## config.mk

```make
export PLATFORM = sky130hd
export DESIGN_NAME = simt_core
export DESIGN_NICKNAME = d
export VERILOG_FILES = /design/src/rtl/gpu_pkg.sv /design/src/rtl/simt_lane.sv /design/src/rtl/simt_core.sv
export SDC_FILE = /design/constraint.sdc
export NUM_CORES = 2
export LEC_CHECK = 0
export ABC_CLOCK_PERIOD_IN_PS = 12200
export CORE_MARGIN = 2
export CORE_UTILIZATION = 30
export CTS_CLUSTER_DIAMETER = 60
export CTS_CLUSTER_SIZE = 25
export DETAILED_ROUTE_END_ITERATION = 8
export GPL_TIMING_DRIVEN = 1
export PLACE_DENSITY = 0.47
export SLEW_MARGIN = 5
export SYNTH_ARGS = -nofsm -noshare
export SYNTH_HDL_FRONTEND = slang
export SYNTH_SLANG_ARGS = --single-unit
export TNS_END_PERCENT = 30
```

## constraint.sdc

```tcl
create_clock -name clk -period 12.2 [get_ports clk]
set_input_delay 2.44 -clock clk [delete_from_list [all_inputs] [get_ports clk]]
set_output_delay 2.44 -clock clk [all_outputs]
set_load 0.005 [all_outputs]
```

## src/rtl/gpu_pkg.sv

```systemverilog
// gpu_pkg: shared opcodes, FSM states and instruction field positions
package gpu_pkg;
  typedef enum logic [3:0] {OP_ADD, OP_SUB, OP_MUL, OP_AND, OP_OR, OP_XOR, OP_LDI, OP_HALT} opcode_t;
  typedef enum logic [2:0] {IDLE, FETCH, DECODE, EXECUTE, WRITEBACK, DONE} state_t;
  localparam int OP_LSB  = 12;
  localparam int RD_LSB  = 8;
  localparam int RS1_LSB = 4;
  localparam int RS2_LSB = 0;
  localparam int IMM_LSB = 0;
  localparam int OP_W    = 4;
  localparam int IMM_W   = 8;
endpackage

```

## src/rtl/simt_lane.sv

```systemverilog
// simt_lane: one lane's register file, operand/result latches and ALU
module simt_lane
  import gpu_pkg::*;
#(
  parameter int DATA_WIDTH = 16,
  parameter int NUM_REGS   = 16,
  parameter int LANE_ID    = 0,
  localparam int RW        = $clog2(NUM_REGS)
) (
  input  logic                  clk,
  input  logic                  reset,
  input  logic                  rd_en,
  input  logic                  ex_en,
  input  logic                  wb_en,
  input  logic [OP_W-1:0]       op,
  input  logic [RW-1:0]         rd,
  input  logic [RW-1:0]         rs1,
  input  logic [RW-1:0]         rs2,
  input  logic [IMM_W-1:0]      imm,
  input  logic [RW-1:0]         dbg_reg,
  output logic [DATA_WIDTH-1:0] dbg_rdata
);
  logic [DATA_WIDTH-1:0] regs [2**RW];
  logic [DATA_WIDTH-1:0] a, b, res, alu;
  function automatic logic [DATA_WIDTH-1:0] rf(input logic [RW-1:0] r);
    return r == '0 ? '0 : r == RW'(NUM_REGS - 1) ? DATA_WIDTH'(LANE_ID) : regs[r];
  endfunction
  always_comb begin
    alu = op == OP_ADD ? a + b :
          op == OP_SUB ? a - b :
          op == OP_MUL ? a * b :
          op == OP_AND ? a & b :
          op == OP_OR  ? a | b :
          op == OP_XOR ? a ^ b : DATA_WIDTH'(imm);
  end
  always_ff @(posedge clk) begin
    if (!reset) begin
      for (int i = 0; i < 2**RW; i++) regs[i] <= '0;
      a   <= '0;
      b   <= '0;
      res <= '0;
    end else begin
      if (rd_en) begin
        a <= rf(rs1);
        b <= rf(rs2);
      end
      if (ex_en) res <= alu;
      if (wb_en && rd != '0 && rd != RW'(NUM_REGS - 1)) regs[rd] <= res;
    end
  end
  assign dbg_rdata = rf(dbg_reg);
endmodule

```

## src/rtl/simt_core.sv

```systemverilog
// simt_core: lockstep multi-lane core with FSM, PC, instruction memory and debug mux
module simt_core
  import gpu_pkg::*;
#(
  parameter int NUM_THREADS = 4,
  parameter int DATA_WIDTH  = 16,
  parameter int NUM_REGS    = 16,
  parameter int IMEM_DEPTH  = 64,
  localparam int TW         = NUM_THREADS > 1 ? $clog2(NUM_THREADS) : 1,
  localparam int RW         = $clog2(NUM_REGS),
  localparam int AW         = $clog2(IMEM_DEPTH)
) (
  input  logic                  clk,
  input  logic                  reset,
  input  logic                  start,
  output logic                  busy,
  output logic                  done,
  input  logic                  imem_we,
  input  logic [AW-1:0]         imem_addr,
  input  logic [31:0]           imem_wdata,
  input  logic [TW-1:0]         dbg_thread,
  input  logic [RW-1:0]         dbg_reg,
  output logic [DATA_WIDTH-1:0] dbg_rdata,
  output logic [AW-1:0]         pc_o
);
  state_t state, nxt;
  logic [15:0] imem [IMEM_DEPTH];
  logic [15:0] ir;
  logic [OP_W-1:0] op;
  logic launch, unused_hi;
  logic [DATA_WIDTH-1:0] lane_rdata [NUM_THREADS];
  assign unused_hi = ^imem_wdata[31:16];
  assign op = ir[OP_LSB +: OP_W];
  assign launch = (state == IDLE || state == DONE) && start;
  always_comb begin
    nxt = state == IDLE || state == DONE ? (start ? FETCH : state) :
          state == FETCH                 ? DECODE :
          state == DECODE                ? (op == OP_HALT ? DONE : EXECUTE) :
          state == EXECUTE               ? WRITEBACK :
          state == WRITEBACK             ? (pc_o == AW'(IMEM_DEPTH - 1) ? DONE : FETCH) : IDLE;
  end
  always_ff @(posedge clk) begin
    if (!reset) begin
      state <= IDLE;
      pc_o  <= '0;
      busy  <= 1'b0;
      done  <= 1'b0;
      ir    <= '0;
    end else begin
      state <= nxt;
      busy  <= nxt == FETCH || nxt == DECODE || nxt == EXECUTE || nxt == WRITEBACK;
      done  <= nxt == DONE;
      if (state == FETCH) ir <= imem[pc_o];
      pc_o  <= launch ? '0 : (state == WRITEBACK && nxt == FETCH) ? pc_o + 1'b1 : pc_o;
    end
  end
  always_ff @(posedge clk) begin
    if (imem_we && !busy) imem[imem_addr] <= imem_wdata[15:0];
  end
  for (genvar t = 0; t < NUM_THREADS; t++) begin : g_lane
    simt_lane #(.DATA_WIDTH(DATA_WIDTH), .NUM_REGS(NUM_REGS), .LANE_ID(t)) u_lane (
      .clk      (clk),
      .reset    (reset),
      .rd_en    (state == DECODE),
      .ex_en    (state == EXECUTE),
      .wb_en    (state == WRITEBACK && op <= OP_LDI),
      .op       (op),
      .rd       (ir[RD_LSB +: RW]),
      .rs1      (ir[RS1_LSB +: RW]),
      .rs2      (ir[RS2_LSB +: RW]),
      .imm      (ir[IMM_LSB +: IMM_W]),
      .dbg_reg  (dbg_reg),
      .dbg_rdata(lane_rdata[t])
    );
  end
  assign dbg_rdata = int'(dbg_thread) < NUM_THREADS ? lane_rdata[dbg_thread] : '0;
endmodule

```

After elaboration in Yosys (flattened, before gate mapping) --
Memories as Yosys holds them, arrays and structs flattened. A register that Yosys moved wholly into a read port is not among the register bits. Index checks and enable logic that the tools add are counted.
Storage, ports and cells: bits in read-only memories 0, bits in latches 0, memories 5, memory bits (writable) 2048, word-level logic and storage cells 171, input bits 48, output and inout port bits 24, register bits after elaboration 203
Cells by class: divide/modulo/power cells 0, $mul 4, order comparisons 2, multiplexer cells 77, reduce and logical (&&, ||, !) cells 23, shifts and indexed selects 0, equality and inequality tests 21, add/subtract/negate cells 9, bitwise operators 14
Memory list:
- imem | words 64, bits a word 16, read ports 1, clocked after Yosys merged registers in 1, wr ports 1, RTL line simt_core.sv:27 | logic [15:0] imem [IMEM_DEPTH];
- g_lane[0].u_lane.regs | words 16, bits a word 16, read ports 3, clocked after Yosys merged registers in 0, wr ports 16, RTL line simt_lane.sv:23 | logic [DATA_WIDTH-1:0] regs [2**RW];
- g_lane[1].u_lane.regs | words 16, bits a word 16, read ports 3, clocked after Yosys merged registers in 0, wr ports 16, RTL line simt_lane.sv:23
- g_lane[2].u_lane.regs | words 16, bits a word 16, read ports 3, clocked after Yosys merged registers in 0, wr ports 16, RTL line simt_lane.sv:23
- g_lane[3].u_lane.regs | words 16, bits a word 16, read ports 3, clocked after Yosys merged registers in 0, wr ports 16, RTL line simt_lane.sv:23
Operators with widths (number):
- $mux 16 | 54
- $add 16x16->16 | 4
- $and 16x16->16 | 4
- $mul 16x16->16 | 4
- $or 16x16->16 | 4
- $reduce_or 16->1 | 4
- $sub 16x16->16 | 4
- $xor 16x16->16 | 4
- $bmux 16 s2 | 1
- $mux 3 | 8
- $logic_not 4->1 | 4
- $mux 4 | 4
- $eq 3x2->1 const B | 4
- $eq 3x3->1 const B | 4
- $eq 4x3->1 const B | 3
- $eq 4x4->1 const B | 3
- $mux 1 | 10
- $eq 4x2->1 const B | 2
- $add 6x1->6 const B | 1
- $eq 3x1->1 const B | 2
- $eq 6x6->1 const B | 1
- $logic_and 1x1->1 | 6
- $eq 4x1->1 const B | 1
- $le 4x3->1 const B | 1
- other kinds (9) | 13

Longest topological paths before layout --
depth in word-level cells 11, depth in mapped cells 23, depth with buffers taken out 22

By module --
From an unflattened synthesis, not the netlist that was laid out.
Second synthesis, totals: cell total of the unflattened synthesis 9493, area total of the unflattened synthesis 133370.4 sq um
By module, submodules not included:
- simt_core | times used 1, area each 40470.1 sq um, seq. area each 31290.0 sq um, cells each 1844
- simt_lane at g_lane[3].u_lane | times used 1, area each 23302.3 sq um, seq. area each 8648.3 sq um, cells each 1937
- simt_lane at g_lane[0].u_lane | times used 1, area each 23283.6 sq um, seq. area each 8648.3 sq um, cells each 1899
- simt_lane at g_lane[2].u_lane | times used 1, area each 23169.7 sq um, seq. area each 8618.3 sq um, cells each 1911
- simt_lane at g_lane[1].u_lane | times used 1, area each 23144.7 sq um, seq. area each 8618.3 sq um, cells each 1902

Worst setup path before layout --
Ideal clock, no wire load.
path kind input to register, from input reset, to memory g_lane[0].u_lane.regs[6][0], enable pin, setup time 575 ps, buffers on the path 0, path slack 4100 ps, arrival time 7525 ps, cell stages on the path 4, cell sequence inv_1 a2111oi_4 nand3b_1 o21ai_0
RTL lines:
- start, declared | RTL line simt_core.sv:14 | input logic reset,
- end, declared | RTL line simt_lane.sv:23

Final worst setup path --
from input dbg_reg[1], to output dbg_rdata[10]
Between the ends: cells in the longest elaborated chain, start to end 6, elaborated cells between the ends (all ways) 17
RTL lines:
- start, declared | RTL line simt_core.sv:22 | input logic [RW-1:0] dbg_reg,
- $mem_v2 16x16 or $eq 4x4->1 (tied branches)
- $mux 16 (2 in a row) | RTL line simt_lane.sv:26 | return r == '0 ? '0 : r == RW'(NUM_REGS - 1) ? DATA_WIDTH'(LANE_ID) : regs[r];
- $bmux 16 s2 * | RTL line simt_core.sv:76 | assign dbg_rdata = int'(dbg_thread) < NUM_THREADS ? lane_rdata[dbg_thread] : '0;
- $mux 16 (implied by the code) * (2 in a row) | RTL line simt_core.sv:76
- end, declared | RTL line simt_core.sv:23 | output logic [DATA_WIDTH-1:0] dbg_rdata,
Every way passes the cells marked *; elsewhere a longest branch is shown, timed or not. The select of a mux whose other input is x is not followed.

==> summary.txt <==
Floorplanning
  – Total die area: 444,000 um^2
  – Rows: 243
  – Core box area: 438,000 um^2
  – I/O pin count: 72
  – Die Y: 667 um
  – Initial core utilization: 0.301
  – Die Wd: 667 um

Place
  – Post-Place Cells: 15,000
  – GP Congestion: 0.873
  – Detailed placement HPWL: 300 mm
  – PortBufs: 55
  – DP Worst Slack: 3130 ps

Detailed routing
  – Drc violations: 0
  – Drt initial violations: 9,731
  – Post-DR wirelength/cell: 31.2 um
  – Vias: 85,100
  – DRT antenna net count: 0
  – Wirelength, routed: 479 mm
  – Via/cell ratio: 5.54
  – First-pass detailed-route iteration total: 6

Worst setup path
  – Worst EP arrival: 6540 ps
  – Crit start category: input pin
  – Worst EP required: 9760 ps
  – CP Class: input pin to output pin
  – Worst setup EP type: output pin
  – Maximum fanout along the worst path: 69

Yosys
  – Sequential element share of the synthesized area: 0.500
  – Area contributors post-synth: edfxtp_1 47%, mux4_2 19%, fa_1 5.0%, and2_1 4.3%, ha_1 3.7%
  – Cell count after synthesis: 9,466
  – Ys flop type: edfxtp_1
  – Yosys reg bits: 2,267
  – Netlist cell types: 79
  – Synth warn: 0
  – Syn Area/Cell: 13.9 um^2
  – Post-synth EDFFs: 2,048
  – Synthesized area: 132,000 um^2
  – Ys async rst share: 0
  – Cell taking the most area after synthesis: edfxtp_1
  – Share of Yosys cell area claimed by the top area cell type: 0.467

Power and ir drop
  – Leak Pwr: 49.7 nW
  – Pint: 13.0 mW
  – Max VDD drop: 0.000108 V
  – Sw Share: 0.277
  – Logic pwr share: 0.105
  – PwrDens: 122 nW/um^2
  – Sequential share of power: 0.493
  – Clock network fraction of total power: 0.402
  – Psw: 4.95 mW

CTS
  – Clk Latency, worst-skew pair: 970 ps
  – Reg clk slew, reported paths: 70 ps
  – CTS H-tree lvls: 4
  – Clock Sinks: 2,267
  – CTS tree: done
  – Cts repair resizes: 0
  – # hold bufs at CTS: 0
  – Clock root buffer master: clkbuf_16
  – CTS buffer count: 210
  – Post-CTS Setup Bufs: 0
  – Longest Clk Path Bufs: 4

STA
  – Final Max Slew Viols: 0
  – Period utilization: 0.736
  – Hold Worst Slack: 538 ps
  – RSZ-0062 raised after global routing: false
  – Tmin final: 8980 ps
  – Slew HR: 0.0864
  – Worst slew pin tran: 1360 ps
  – Fmax: 0.111 GHz
  – Sum of negative setup slack: 0 ps
  – Post-route setup slack: 3220 ps
  – Final hold vios: 0
  – Post-Route Skew: 106 ps
  – Final setup violation count: 0

Global routing
  – Initial antenna violation count: 47
  – GR Util All Layers: 0.212
  – GRT overflow: 0
  – Vias in the first global route: 86,200
  – Largest net degree at the start of global routing: 100
  – First-pass GRT wire length: 671 mm

Final layout
  – Fin util: 0.336
  – Area growth, synth to finish: 11.7%
  – Proportion of layout cells with a drive suffix above 1: 0.200
  – # nets final: 10,200
  – Final Non-Filler Cells: 15,400

Run status
  – Outcome: complete, no violations

Worst hold path
  – Hold Crit Class: register to register

Flow run
  – Max cap viols: 0
critical path, cell delays in order:
cell             delay [ps]
buf_8                   520
nor2b_4                 310
buf_12                  300
a221oi_1                420
o21ai_0                 160
a211oi_1                960
a211oi_1                230
a211oi_1                470
clkdlybuf4s50_1         610
worst paths after layout:
path                                 startpoint                               endpoint  slack (ps)  cells past startpoint
max                                  dbg_reg[1]                          dbg_rdata[10]        3220                      9
min          g_lane[1].u_lane.a[3]$_SDFFE_PN0P_     g_lane[1].u_lane.a[3]$_SDFFE_PN0P_         540                      2
max reg2reg  g_lane[2].u_lane.b[2]$_SDFFE_PN0P_  g_lane[2].u_lane.res[10]$_SDFFE_PN0N_        5220                     18
min reg2reg  g_lane[1].u_lane.a[3]$_SDFFE_PN0P_     g_lane[1].u_lane.a[3]$_SDFFE_PN0P_         540                      2
cell usage in the layout (no fill, tap or decap), types with 18 or more instances in the layout:
cell type        count
mux2_2              31
clkbuf_16          216
a21o_1              23
fa_1               328
buf_4              244
nand2_1            494
clkinv_8            37
o221ai_1            18
nand3_1             46
a221oi_1            58
o21a_1              19
conb_1             128
o21bai_1            18
inv_6               27
xnor2_1            168
o211ai_1            32
nor2b_1             30
dfxtp_1            205
buf_12              18
clkdlybuf4s50_1     32
inv_8               24
o22ai_1             24
clkinv_1            25
xor2_1              62
nor2_1             623
nor3_1              40
a31oi_1             45
nand2b_1            38
edfxtp_1          2048
a211oi_1            46
nor2_2              23
a21oi_1            303
o21ai_0            304
ha_1               385
mux4_2            1130
mux2i_1            202
and2_1             908
a22oi_1            175
diode_2             19
inv_1              639
flip-flops by register name (all words and copies together) (netlist names):
| register | cells |
|---|---|
| done | 1 |
| pc_o | 6 |
| ir | 16 |
| g_lane.u_lane.a | 64 |
| g_lane.u_lane.regs | 1024 |
| busy | 1 |
| g_lane.u_lane.b | 64 |
| imem | 1024 |
| state | 3 |
| g_lane.u_lane.res | 64 |
power by group through the flow:
stage                     clock, mW  sequential, mW  combinational [mW]
final                          7.20            8.82                1.88
after global routing           7.59            8.85                1.95
after CTS                      7.34            8.82                1.86
after detailed placement          0            9.00                1.85
after global placement            0            8.98                1.85
after floorplan                   0            8.89                1.12
layout make-up:
class                           count  area [um^2]
Timing Repair Buffer              315         2650
Clock inverter                    151         1940
Clock buffer                      238         5540
Sequential cell                  2267        65900
Inverter                          662         2500
Antenna cell                       19         47.5
Fill cell                       42300       290000
Tap cell                         5757         7200
Multi-Input combinational cell   5949        61300
routing by layer:
| metal | vias to the layer above | wire [um] | GRT usage |
|---|---|---|---|
| met5 | - | 106 | 0 |
| met4 | 14 | 20400 | 0.0804 |
| met3 | 838 | 38100 | 0.0378 |
| met2 | 3861 | 225000 | 0.343 |
| met1 | 45100 | 195000 | 0.283 |
| li1 | 35200 | - | - |
synth_stat cells, drive strengths merged, types with 49 or more instances:
cell    number
edfxtp    2048
mux4      1130
and2       910
nor2       659
inv        641
clkbuf     537
nand2      496
ha         385
fa         328
o21ai      316
a21oi      304
dfxtp      219
mux2i      202
buf        178
a22oi      175
xnor2      168
xor2        62
a221oi      58
nor3        49
stage by stage:
step / instance area (um^2) / power [mW]
6_report: 147000 / 17.9
5_1_grt: 147000 / 18.4
4_1_cts: 147000 / 18.0
3_5_place_dp: 140000 / 10.9
3_3_place_gp: 140000 / 10.8
2_1_floorplan: 132000 / 10.0
cells by family after synthesis:
kind of cell	count (synthesis)	synth area share
flip-flops	2267	0.500
AO/OA/AOI/OAI	1194	0.0578
AND/OR/NAND/NOR	2319	0.0878
other	1	0.0000285
multiplexers	1363	0.211
buffers and inverters	1377	0.0410
adder cells (fa/ha/maj)	713	0.0864
XOR/XNOR	232	0.0156
Note: power is estimated with default switching activity, not from simulation.
